$ cat src/rtl/filter_avmm_pkg.sv
// Shared constants for the filter Avalon-MM responder: register map, bit indices and
// the shift clamp helper.
package filter_avmm_pkg;

    localparam int unsigned ADDR_CTRL   = 0;
    localparam int unsigned ADDR_STATUS = 1;
    localparam int unsigned ADDR_SAMPLE = 2;
    localparam int unsigned ADDR_RESULT = 3;
    localparam int unsigned ADDR_SHIFT  = 4;

    localparam int unsigned CTRL_ENABLE = 0;
    localparam int unsigned CTRL_IRQ_EN = 1;
    localparam int unsigned CTRL_CLR    = 2;
    localparam int unsigned CTRL_FLUSH  = 3;

    localparam int unsigned STAT_EMPTY     = 0;
    localparam int unsigned STAT_FULL      = 1;
    localparam int unsigned STAT_OUT_VALID = 2;
    localparam int unsigned STAT_OVERFLOW  = 3;
    localparam int unsigned STAT_DROP      = 4;
    localparam int unsigned STAT_LEVEL_LSB = 8;

    // Shifting a DATA_W+2 sum by more than DATA_W+1 cannot change the result further.
    function automatic logic [4:0] shift_clamp(input logic [4:0] amt, input int unsigned data_w);
        if (32'(amt) > data_w + 32'd1) begin
            return 5'(data_w + 32'd1);
        end
        return amt;
    endfunction

endpackage

$ cat src/rtl/filter_avmm_responder_sync_fifo.sv
// Synchronous FIFO with flush; a push into a full FIFO is accepted when a pop happens
// in the same cycle.
module sync_fifo #(
    parameter int unsigned DATA_W = 16,
    parameter int unsigned DEPTH  = 8
) (
    input  logic                       clk,
    input  logic                       rst_n,
    input  logic                       push,
    input  logic                       pop,
    input  logic                       flush,
    input  logic [DATA_W-1:0]          wdata,
    output logic [DATA_W-1:0]          rdata,
    output logic                       empty,
    output logic                       full,
    output logic [$clog2(DEPTH):0]     level
);
    localparam int unsigned PTR_W = $clog2(DEPTH);

    logic [DATA_W-1:0] mem [DEPTH];
    logic [PTR_W-1:0]  wr_ptr;
    logic [PTR_W-1:0]  rd_ptr;
    logic [PTR_W:0]    count;
    logic              do_push;
    logic              do_pop;

    assign empty   = (count == '0);
    assign full    = (count == (PTR_W+1)'(DEPTH));
    assign level   = count;
    assign rdata   = mem[rd_ptr];
    assign do_pop  = pop & ~empty;
    assign do_push = push & (~full | do_pop);

    always_ff @(posedge clk or negedge rst_n) begin
        if (!rst_n) begin
            wr_ptr <= '0;
            rd_ptr <= '0;
            count  <= '0;
        end else if (flush) begin
            wr_ptr <= '0;
            rd_ptr <= '0;
            count  <= '0;
        end else begin
            if (do_push) wr_ptr <= wr_ptr + 1'b1;
            if (do_pop)  rd_ptr <= rd_ptr + 1'b1;
            case ({do_push, do_pop})
                2'b10:   count <= count + 1'b1;
                2'b01:   count <= count - 1'b1;
                default: count <= count;
            endcase
        end
    end

    // Storage needs no reset; occupancy is tracked by the pointers.
    always_ff @(posedge clk) begin
        if (do_push && !flush) mem[wr_ptr] <= wdata;
    end

endmodule

$ cat src/rtl/filter_avmm_responder.sv
// Avalon-MM responder: sample FIFO, 4-tap moving sum, shift and saturate, one result per read.
// Whole pipeline stalls while an unread result is held.
module filter_avmm_responder
    import filter_avmm_pkg::*;
#(
    parameter int unsigned DATA_W     = 16,
    parameter int unsigned FIFO_DEPTH = 8,
    parameter int unsigned ADDR_W     = 3
) (
    input  logic              clk_clk,
    input  logic              reset_reset_n,
    input  logic [ADDR_W-1:0] address,
    input  logic              read,
    input  logic              write,
    input  logic [31:0]       writedata,
    output logic [31:0]       readdata,
    output logic              irq
);
    localparam int unsigned SUM_W = DATA_W + 2;
    localparam int unsigned LVL_W = $clog2(FIFO_DEPTH) + 1;
    localparam logic signed [SUM_W-1:0] SAT_MAX = $signed({3'b000, {(DATA_W-1){1'b1}}});
    localparam logic signed [SUM_W-1:0] SAT_MIN = $signed({3'b111, {(DATA_W-1){1'b0}}});

    logic                    enable, irq_en, overflow, drop;
    logic [4:0]              shift_amt;
    logic [3:0][DATA_W-1:0]  taps;
    logic                    s1_valid, s2_valid, out_valid;
    logic signed [SUM_W-1:0] s2_sum;
    logic [DATA_W-1:0]       result;

    logic                    wr_ctrl, wr_sample, wr_shift, rd_result;
    logic                    clr_flags, flush, advance, pop, push, drop_evt, s3_fire;
    logic                    fifo_empty, fifo_full;
    logic [LVL_W-1:0]        fifo_level;
    logic [DATA_W-1:0]       fifo_rdata;
    logic signed [SUM_W-1:0] tap_sum, shifted;
    logic [DATA_W-1:0]       sat_val;
    logic                    sat_hit;
    logic [31:0]             rd_mux;
    logic                    unused_wd;

    assign unused_wd = ^writedata[31:DATA_W];

    assign wr_ctrl   = write && (address == ADDR_W'(ADDR_CTRL));
    assign wr_sample = write && (address == ADDR_W'(ADDR_SAMPLE));
    assign wr_shift  = write && (address == ADDR_W'(ADDR_SHIFT));
    assign rd_result = read && (address == ADDR_W'(ADDR_RESULT)) && out_valid;
    assign clr_flags = wr_ctrl & writedata[CTRL_CLR];
    assign flush     = wr_ctrl & writedata[CTRL_FLUSH];

    assign advance  = ~out_valid | rd_result;
    assign pop      = enable & ~fifo_empty & advance & ~flush;
    assign push     = wr_sample & ~flush;
    assign drop_evt = push & fifo_full & ~pop;
    assign s3_fire  = advance & s2_valid & ~flush;
    assign irq      = out_valid & irq_en;

    sync_fifo #(
        .DATA_W (DATA_W),
        .DEPTH  (FIFO_DEPTH)
    ) u_fifo (
        .clk   (clk_clk),
        .rst_n (reset_reset_n),
        .push  (push),
        .pop   (pop),
        .flush (flush),
        .wdata (writedata[DATA_W-1:0]),
        .rdata (fifo_rdata),
        .empty (fifo_empty),
        .full  (fifo_full),
        .level (fifo_level)
    );

    always_comb begin
        tap_sum = '0;
        for (int i = 0; i < 4; i++) begin
            tap_sum = tap_sum + $signed({{2{taps[i][DATA_W-1]}}, taps[i]});
        end
    end

    always_comb begin
        shifted = s2_sum >>> shift_amt;
        sat_hit = 1'b0;
        sat_val = shifted[DATA_W-1:0];
        if (shifted > SAT_MAX) begin
            sat_val = SAT_MAX[DATA_W-1:0];
            sat_hit = 1'b1;
        end else if (shifted < SAT_MIN) begin
            sat_val = SAT_MIN[DATA_W-1:0];
            sat_hit = 1'b1;
        end
    end

    always_comb begin
        rd_mux = '0;
        case (address)
            ADDR_W'(ADDR_CTRL):   rd_mux = {30'b0, irq_en, enable};
            ADDR_W'(ADDR_STATUS): begin
                rd_mux[STAT_EMPTY]     = fifo_empty;
                rd_mux[STAT_FULL]      = fifo_full;
                rd_mux[STAT_OUT_VALID] = out_valid;
                rd_mux[STAT_OVERFLOW]  = overflow;
                rd_mux[STAT_DROP]      = drop;
                rd_mux[STAT_LEVEL_LSB +: 8] = 8'(fifo_level);
            end
            ADDR_W'(ADDR_RESULT): rd_mux = {{(32-DATA_W){result[DATA_W-1]}}, result};
            ADDR_W'(ADDR_SHIFT):  rd_mux = {27'b0, shift_amt};
            default:              rd_mux = '0;
        endcase
    end

    always_ff @(posedge clk_clk or negedge reset_reset_n) begin
        if (!reset_reset_n) begin
            enable    <= 1'b0;
            irq_en    <= 1'b0;
            shift_amt <= '0;
            overflow  <= 1'b0;
            drop      <= 1'b0;
            taps      <= '0;
            s1_valid  <= 1'b0;
            s2_valid  <= 1'b0;
            s2_sum    <= '0;
            out_valid <= 1'b0;
            result    <= '0;
            readdata  <= '0;
        end else begin
            if (wr_ctrl) begin
                enable <= writedata[CTRL_ENABLE];
                irq_en <= writedata[CTRL_IRQ_EN];
            end
            if (wr_shift) shift_amt <= shift_clamp(writedata[4:0], DATA_W);
            // Later assignments win: a new event beats a same-cycle clear.
            if (clr_flags) overflow <= 1'b0;
            if (s3_fire && sat_hit) overflow <= 1'b1;
            if (clr_flags) drop <= 1'b0;
            if (drop_evt) drop <= 1'b1;
            if (flush) begin
                taps      <= '0;
                s1_valid  <= 1'b0;
                s2_valid  <= 1'b0;
                out_valid <= 1'b0;
            end else if (advance) begin
                if (pop) taps <= {taps[2:0], fifo_rdata};
                s1_valid  <= pop;
                s2_valid  <= s1_valid;
                s2_sum    <= tap_sum;
                out_valid <= s2_valid;
                if (s2_valid) result <= sat_val;
            end
            if (read) readdata <= rd_mux;
        end
    end

endmodule

$ cat config.mk
export PLATFORM = sky130hd
export DESIGN_NAME = filter_avmm_responder
export DESIGN_NICKNAME = d
export VERILOG_FILES = /design/src/rtl/filter_avmm_pkg.sv /design/src/rtl/filter_avmm_responder_sync_fifo.sv /design/src/rtl/filter_avmm_responder.sv
export SDC_FILE = /design/constraint.sdc
export NUM_CORES = 1
export LEC_CHECK = 0
export CORE_AREA = 10 10 141 169
export CTS_CLUSTER_DIAMETER = 120
export CTS_CLUSTER_SIZE = 16
export DETAILED_ROUTE_END_ITERATION = 8
export DIE_AREA = 0 0 151 179
export PLACE_DENSITY = 0.82
export SETUP_SLACK_MARGIN = 0.3
export SLEW_MARGIN = 20
export SYNTH_ARGS = -nofsm -noshare
export SYNTH_HDL_FRONTEND = slang
export SYNTH_SLANG_ARGS = --single-unit
$ cat constraint.sdc
create_clock -name clk_clk -period 6 [get_ports clk_clk]
set_input_delay 1.2 -clock clk_clk [delete_from_list [all_inputs] [get_ports clk_clk]]
set_output_delay 1.2 -clock clk_clk [all_outputs]
set_load 0.005 [all_outputs]
==> metrics list, run 1 <==
* Top library cells by usage in the layout, fill and taps aside: dfrtp_1, edfxtp_1, nand2_1
- Global routing usage on met3: 0.0235
- Total design power: 7930 µW
- Number of warnings printed during yosys synthesis: 0
- Nets in the synthesized netlist: 1,176
* Area of the placeable core: a little over 20,000 µm²
- Category of the worst setup path capture point: register
* Standby leakage power: 0.00564 µW
- Routed via count divided by cell count: between 5 and 6
* Number of global-route vias before repair: ~8,400
- Post-synthesis area per instance: ~12 µm²
- Data arrival, critical path: 4.11 ns
- Area contributors post-synth: edfxtp_1, dfrtp_1, mux4_2
- Ys async rst share: 0.515
- Avg WL per Cell: 18.6 µm
- Once placement finished, the instance area stood at 13,700 µm².
- Port buffering added 55 buffers.
- Max Clock Skew: between 0.01 and 0.015 ns
* HPWL Detailed: 16,900 µm
- For this run, the register share of the synthesized area comes to 0.554.
- Worst min-delay path endpoint: taps[35]
* Leading register cell type out of synthesis: dfrtp_1
- Setup violations remaining at the end of the flow were counted as 0.
* Sum of routed wire length over all layers: around 26,000 µm
- In this run the critical register-to-register path is launched from taps[1].
- Horizontal die dimension: between 150 and 200 µm
- Slew Viols, Final: 0
- The worst hold path belongs to the class reg -> reg.
* Global placer's final weighted congestion: around 0.87
* Largest fanout on the critical path: 62
- Setup repair after global routing left no endpoint under its margin.
- In the finished design, the share of the clock period the worst path needs comes to 0.623.
* Setup slack on the worst flop-to-flop path: 2.62 ns
- The hold violation total from the final report was 0.
- Total number of clock tree sinks: 264
- The share of total power dissipated in sequential elements is 0.341.
- Design Area, Final: about 14,000 µm²
* Cell type with the largest total area after synthesis: edfxtp_1
* Data required time of the worst path: 6.37 ns
- The number of gates resized after CTS was 0.
* Largest net degree at the start of global routing: 86
- Accumulated negative setup slack: 0 ns
- Layout cell share with drive strength beyond 1: 0.106
- Kind of critical path: in -> reg
* Number of antenna violations at the first check in global routing: 0
- Share of power burned in the clock network: 0.156
- Maximum clock frequency: 267 MHz
* Hold_buf cts: 0
- Power spent charging and discharging nets: 3200 µW
- In this run the core area contains 58 standard-cell rows.
- Total congestion overflow: 0
- For met1 alone, demand over resource in global routing was 0.243.
* DRC marker count from the first detailed-route iteration: around 530
- Yosys mapped the design onto 69 distinct sky130hd cell types.
- Area share of the largest cell type after synthesis: 0.294
* IR Drop Worst-Case VDD: approximately 380 µV
* Startpoint of the worst setup timing path: read
- Global-route wire length before repair: about 43,000 µm
* Die Y-Extent: ~180 µm
- Switching Fraction: 0.404
- After detailed routing, the number of remaining DRC violations is 0.
* CTS clock-pin slew for the worst setup and hold paths: about 0.07 ns
* Maximum Capacitance Violations: 0
* CP startpoint kind: primary input
- Grt met2 use: 0.354
- Cell Pwr Density: 556 nW/µm²
* Hold-critical path depth: 2
- The first detailed-routing pass ran for 4 iterations.
- H-tree levels: 1
- For this run, the total global-route usage over all layers was measured as 0.197.
- Nets@finish: 1,198
- Post-CTS setup-driven buffer insertion count: 0
* Most common cell after layout, fill and taps aside: dfrtp_1
- The share of total power dissipated in combinational logic is 0.503.
* Antenna diode count: 0
- Root buffer cell: clkbuf_16
- TritonCTS built the clock tree.
* Vias after detailed routing: 8,134
- The flow ran to the end, and the final reports show no timing, DRC or antenna violations.
* Combined area of all synthesized cells: 13,100 µm²
* EDFF count, synth: 128
* Internal: ~4700 µW
- GR peak layer: met2
- P&R area growth vs syn: 9.09%
- Worst reg2reg endpoint: s2_sum[15]
- Final Core Density: 0.692
* Maximum clock insertion buffer count: 3
- Measured in cells, the most critical reg-to-reg path has a length of 12.
- The worst hold path begins at taps[35].
- Headroom to the max-slew limit came out at 0.250.
- Number of nets still failing antenna checks after routing: 0
- The initial utilization of the core area, before any placement, comes to 0.635.
- Clock network latency to the later pin of the worst-skew pair: roughly 0.50 ns
- Fill cells in the final layout number 1,407.
- Clock buffer count from CTS: 20
- Subtracting the final worst setup slack from the clock period gives 3.74 ns.
- The floorplan step defined a die boundary enclosing 27,000 µm².
- The cell count after synthesis came out at 1,084.
* Transition time at the pin with the least slew margin: 1.12 ns
* Number of top-level pins: between 70 and 80
- Flops & latches, synth: 264
registers in the layout (all words and copies together) (netlist names):
signal / count
u_fifo.level: 4
u_fifo.mem: 128
taps: 64
overflow: 1
u_fifo.rd_ptr: 3
s2_valid: 1
readdata: 16
out_valid: 1
s2_sum: 18
shift_amt: 5
u_fifo.wr_ptr: 3
result: 16
drop: 1
enable: 1
irq_en: 1
s1_valid: 1
synth_stat cells (all sizes together) (3+ instances only):
library cell,number
a211oi,4
a21o,6
a21oi,38
a22o,4
a22oi,3
a31o,3
a31oi,9
and2,7
and3,4
buf,46
clkbuf,23
dfrtp,136
edfxtp,128
fa,33
ha,20
inv,115
mux2,12
mux2i,45
mux4,38
nand2,130
nand2b,6
nand3,17
nand4,4
nand4b,3
nor2,60
nor2b,6
nor3,7
o211ai,5
o21a,7
o21ai,103
o22ai,19
o31ai,4
xnor2,9
xor2,11
area by class of cell:
type,count,area (µm²),area share
flip-flops and latches,264,7250,0.508
clock inverters,1,8.76,0.000614
inverters,117,439,0.0308
well taps,270,338,0.0237
clock buffers,31,563,0.0395
repair buffers,69,657,0.0460
multi-input cells,634,5010,0.351
metal layers:
layer / vias to the layer above / part of all wire
li1: 3803 / -
met1: 4108 / 0.40
met2: 178 / 0.54
met3: 45 / 0.037
met4: 0 / 0.023
met5: - / 0
power groups by stage:
| stage | Combinational, µW | Clock (µW) | Sequential (µW) |
|---|---|---|---|
| 2_1_floorplan | 3280 | 0 | 2520 |
| 3_3_place_gp | 3810 | 0 | 2710 |
| 3_5_place_dp | 3960 | 0 | 2730 |
| 4_1_cts | 4020 | 1260 | 2700 |
| 5_1_grt | 4540 | 1330 | 2760 |
| 6_report | 3980 | 1240 | 2700 |
metrics by stage:
stage,cells,hold slack (ns),setup slack (ns)
after floorplan,1084,0.440,1.89
after global placement,1354,0.461,1.93
after detailed placement,1354,0.471,1.88
after CTS,1386,0.487,2.27
after global routing,1386,0.514,2.03
final,1386,0.484,2.26
logic make-up (layout without fill, tap and decap cells):
| group | after synthesis | after routing | share of synthesized area |
|---|---|---|---|
| mux | 95 | 95 | 0.110 |
| fa+ha+maj | 53 | 53 | 0.0696 |
| xor+xnor | 20 | 20 | 0.0134 |
| compound gates | 213 | 213 | 0.0984 |
| flops | 264 | 264 | 0.554 |
| buf+inv | 186 | 218 | 0.0652 |
| simple gates | 253 | 253 | 0.0891 |
worst max path at each step:
| stage | cells after the start | slack, ns | to |
|---|---|---|---|
| after global placement | 6 | 1.93 | result[7] |
| after floorplan | 6 | 1.89 | u_fifo.mem[0][0] |
| after global routing | 5 | 2.03 | taps[14] |
| after detailed placement | 7 | 1.88 | result[3] |
| after CTS | 5 | 2.27 | taps[14] |
| final | 5 | 2.26 | taps[14] |
critical path: stages:
cell and delay (ns):
clkdlybuf4s50_1 1.05, nand4b_4 0.27, a21oi_2 0.41, nand2_2 0.63, o21ai_0 0.53
Note: power is estimated with default switching activity, not from simulation.
==> run 2, diff against run 1 <==
--- a/config.mk
+++ b/config.mk
@@ -5,12 +5,12 @@
 export SDC_FILE = /design/constraint.sdc
 export NUM_CORES = 1
 export LEC_CHECK = 0
-export CORE_AREA = 10 10 141 169
+export CORE_AREA = 10 10 146 175
 export CTS_CLUSTER_DIAMETER = 120
 export CTS_CLUSTER_SIZE = 16
 export DETAILED_ROUTE_END_ITERATION = 8
-export DIE_AREA = 0 0 151 179
-export PLACE_DENSITY = 0.82
+export DIE_AREA = 0 0 156 185
+export PLACE_DENSITY = 0.76
 export SETUP_SLACK_MARGIN = 0.3
 export SLEW_MARGIN = 20
 export SYNTH_ARGS = -nofsm -noshare
==> constraint.sdc (replaced) <==
create_clock -name clk_clk -period 3.49 [get_ports clk_clk]
set_input_delay 0.698 -clock clk_clk [delete_from_list [all_inputs] [get_ports clk_clk]]
set_output_delay 0.698 -clock clk_clk [all_outputs]
set_load 0.005 [all_outputs]
==> metrics list, run 2 (same netlist as run 1, synthesis figures left out) <==
- Clock tree synthesis found a total of 264 sinks.
* Largest register FFs: between 100 and 150
* Minimum clock period after layout: 3.16 ns
* TritonCTS clock tree: done
- For this block, the routed nets add up to 25,300 µm of wire.
* Start of the worst register-to-register path: taps[34]
- After filler insertion, the fill cell instance count of the layout stands at approximately 1,600.
- The internal portion of the total power is 8460 µW.
* Standby leakage power: 0.00574 µW
- For this run, the detailed router's first-pass iteration total came to 4.
- After the first detailed-routing iteration, the DRC count stood at 504.
* Vias after detailed routing: ~8,000
- IR Drop Worst-Case VDD: around 580 µV
* CP cell instances: inv_2 > fa_1 > fa_1 > inv_2 > ha_4 > a21oi_2 > nand4b_1 > a31o_1 > a31o_2 > a2111o_1 > nand3_1
- Post-route setup slack: ~0.33 ns
- Largest register by flop count: u_fifo.mem
- CTS placed an instance of clkbuf_16 at the clock tree root.
* Number of top-level pins: between 70 and 80
- The tool flagged a number of max-cap violations equal to 0.
* Nets@finish: 1,214
* Worst min path class: in -> async
- Final Core Density: 0.658
- The worst setup path is captured at a register.
- After clock tree synthesis, the clock-pin slew on the worst setup and hold paths is 0.08 ns.
- Metal3 WL: 859 µm
* Number of global-route vias before repair: 8,433
- The later pin in the worst-skew pair is clocked with a latency of about 0.50 ns.
- OpenSTA, run right after detailed placement, puts the worst setup slack at 0.128 ns.
* Data arrival, critical path: between 3 and 4 ns
- Final Hold Viols: 0
* Combinational share of power: 0.529
* Layout cell share with drive strength beyond 1: 0.136
- Input and output buffers added on the ports amount to 55.
- Largest fanout on the critical path: 3
- For this design the total switching power over the nets is 5720 µW.
- Kind of critical path: reg -> reg
- The floorplan step defined a die boundary enclosing 28,900 µm².
- Initial standard-cell utilization of the core: 0.591
- The flow ran to the end, and the final reports show no timing, DRC or antenna violations.
- The share of total power dissipated in the clock network is 0.149.
- In this run the number of H-tree levels came out at 1.
- Compared with the post-synthesis result, the final layout area differs by 11.4%.
- Number of antenna violations at the first check in global routing: 0
- In this run the power density over the cells is 973 nW/µm².
- Slew Viols, Final: 0
- In this run the horizontal extent of the chip is roughly 160 µm.
- Setup repair after global routing could not meet its margin everywhere.
- Largest net degree at the start of global routing: 63
* Top library cells by usage in the layout, fill and taps aside: dfrtp_1, edfxtp_1, nand2_1
- Number of nets still failing antenna checks after routing: 0
- The floorplan has 60 rows.
* Maximum clock frequency: 316 MHz
- After detailed routing, the average wire length per cell comes to 17.9 µm.
- After detailed routing, the number of remaining DRC violations is 0.
* Cell with the largest stage delay on the worst path: fa_1
- For this design, the CTS-stage hold fixing added 0 buffers.
* Final worst-path cycle share: 0.906
* Clock buffer count from CTS: 20
- Final hold analysis gives a worst-case slack of 0.139 ns.
* Most common cell after layout, fill and taps aside: dfrtp_1
* Accumulated negative setup slack: 0 ns
- Crit-path max cell delay: 0.56 ns
- Switching Fraction: 0.403
* Slew HR: 0.504
- At the pin with the least slew margin, the transition time is 0.744 ns.
- Global-route wire length before repair: 42,200 µm
- Fraction of power consumed by sequential logic: 0.322
- In the detailed route, the total length drawn on met2 is 13,400 µm.
* Uppermost layer routed: met4
* Area of the placeable core: 22,100 µm²
* Max Clock Skew: 0.0160 ns
- The congestion estimate from routability-driven global placement came to 0.875.
- From bottom edge to top edge, the die measures 185 µm.
* Maximum clock insertion buffer count: 3
- Using the TritonRoute via totals, the vias-per-cell ratio works out to 5.68.
- Data required time of the worst path: 3.93 ns
* HPWL Detailed: 17,100 µm
- In the final layout, the registers with the most flip-flops are u_fifo.mem x128, taps x64, s2_sum x18.
* CP startpoint kind: register
* Total congestion overflow: 0
* Routed length on met1: 10,600 µm
* Tot GR Track Use: 0.178
* Startpoint of the worst setup timing path: taps[34]
- Setup violations remaining at the end of the flow were counted as 0.
- Antenna diode count: 0
[run 2: worst max-delay path: cells and delay by family, from the launching register on]
kind	cells	cell delay (ns)
adders and majority gates	3	1.33
AOI/OAI and AO/OA	4	0.99
DFF	1	0.38
and+or+nand+nor	2	0.29
buffers and inverters	2	0.12
[run 2: area by class of cell]
cell class	instances	area, µm²	area share
Clock buffer	31	563	0.0386
Clock inverter	1	8.76	0.000601
Inverter	117	439	0.0301
Multi-Input combinational cell	634	5140	0.353
Sequential cell	264	7250	0.497
Tap cell	279	349	0.0240
Timing Repair Buffer	85	827	0.0567
[run 2: routing by layer]
layer / vias up / track usage
met4: 0 / 0.0461
met1: 4015 / 0.217
met2: 144 / 0.324
met3: 37 / 0.0225
met5: - / 0
li1: 3824 / -
[run 2: worst paths after layout]
| check | endpoint | slack (ns) | cells past startpoint |
|---|---|---|---|
| max in group asynchronous | u_fifo.rd_ptr[0] | 2.58 | 2 |
| worst max register to register | s2_sum[16] | 0.33 | 11 |
| worst min-delay path | taps[59] | 0.14 | 1 |
| min in group clk_clk | taps[50] | 0.48 | 2 |
| worst max-delay path | s2_sum[16] | 0.33 | 11 |
| worst min register to register | taps[50] | 0.48 | 2 |
[run 2: power groups by stage]
stage | clock network [µW] | registers [µW] | logic (µW)
2_1_floorplan | 0 | 4340 | 5640
3_3_place_gp | 0 | 4590 | 6680
3_5_place_dp | 0 | 4630 | 6940
4_1_cts | 2160 | 4570 | 7150
5_1_grt | 2280 | 4670 | 8500
6_report | 2120 | 4560 | 7500
[run 2: metrics by stage]
step / instance area [µm²] / total power, µW / cells
floorplan: 13100 / 9980 / 1084
global placement: 13900 / 11300 / 1376
detailed placement: 13900 / 11600 / 1376
CTS: 14500 / 13900 / 1409
global route: 14600 / 15400 / 1411
finish: 14600 / 14200 / 1411
[run 2: timing repair]
item / CTS / global route
setup buffers: 1 / 2
pin swaps: 1 / 23
gates resized for setup: 7 / 22
endpoints found under the setup margin: 5 / 9
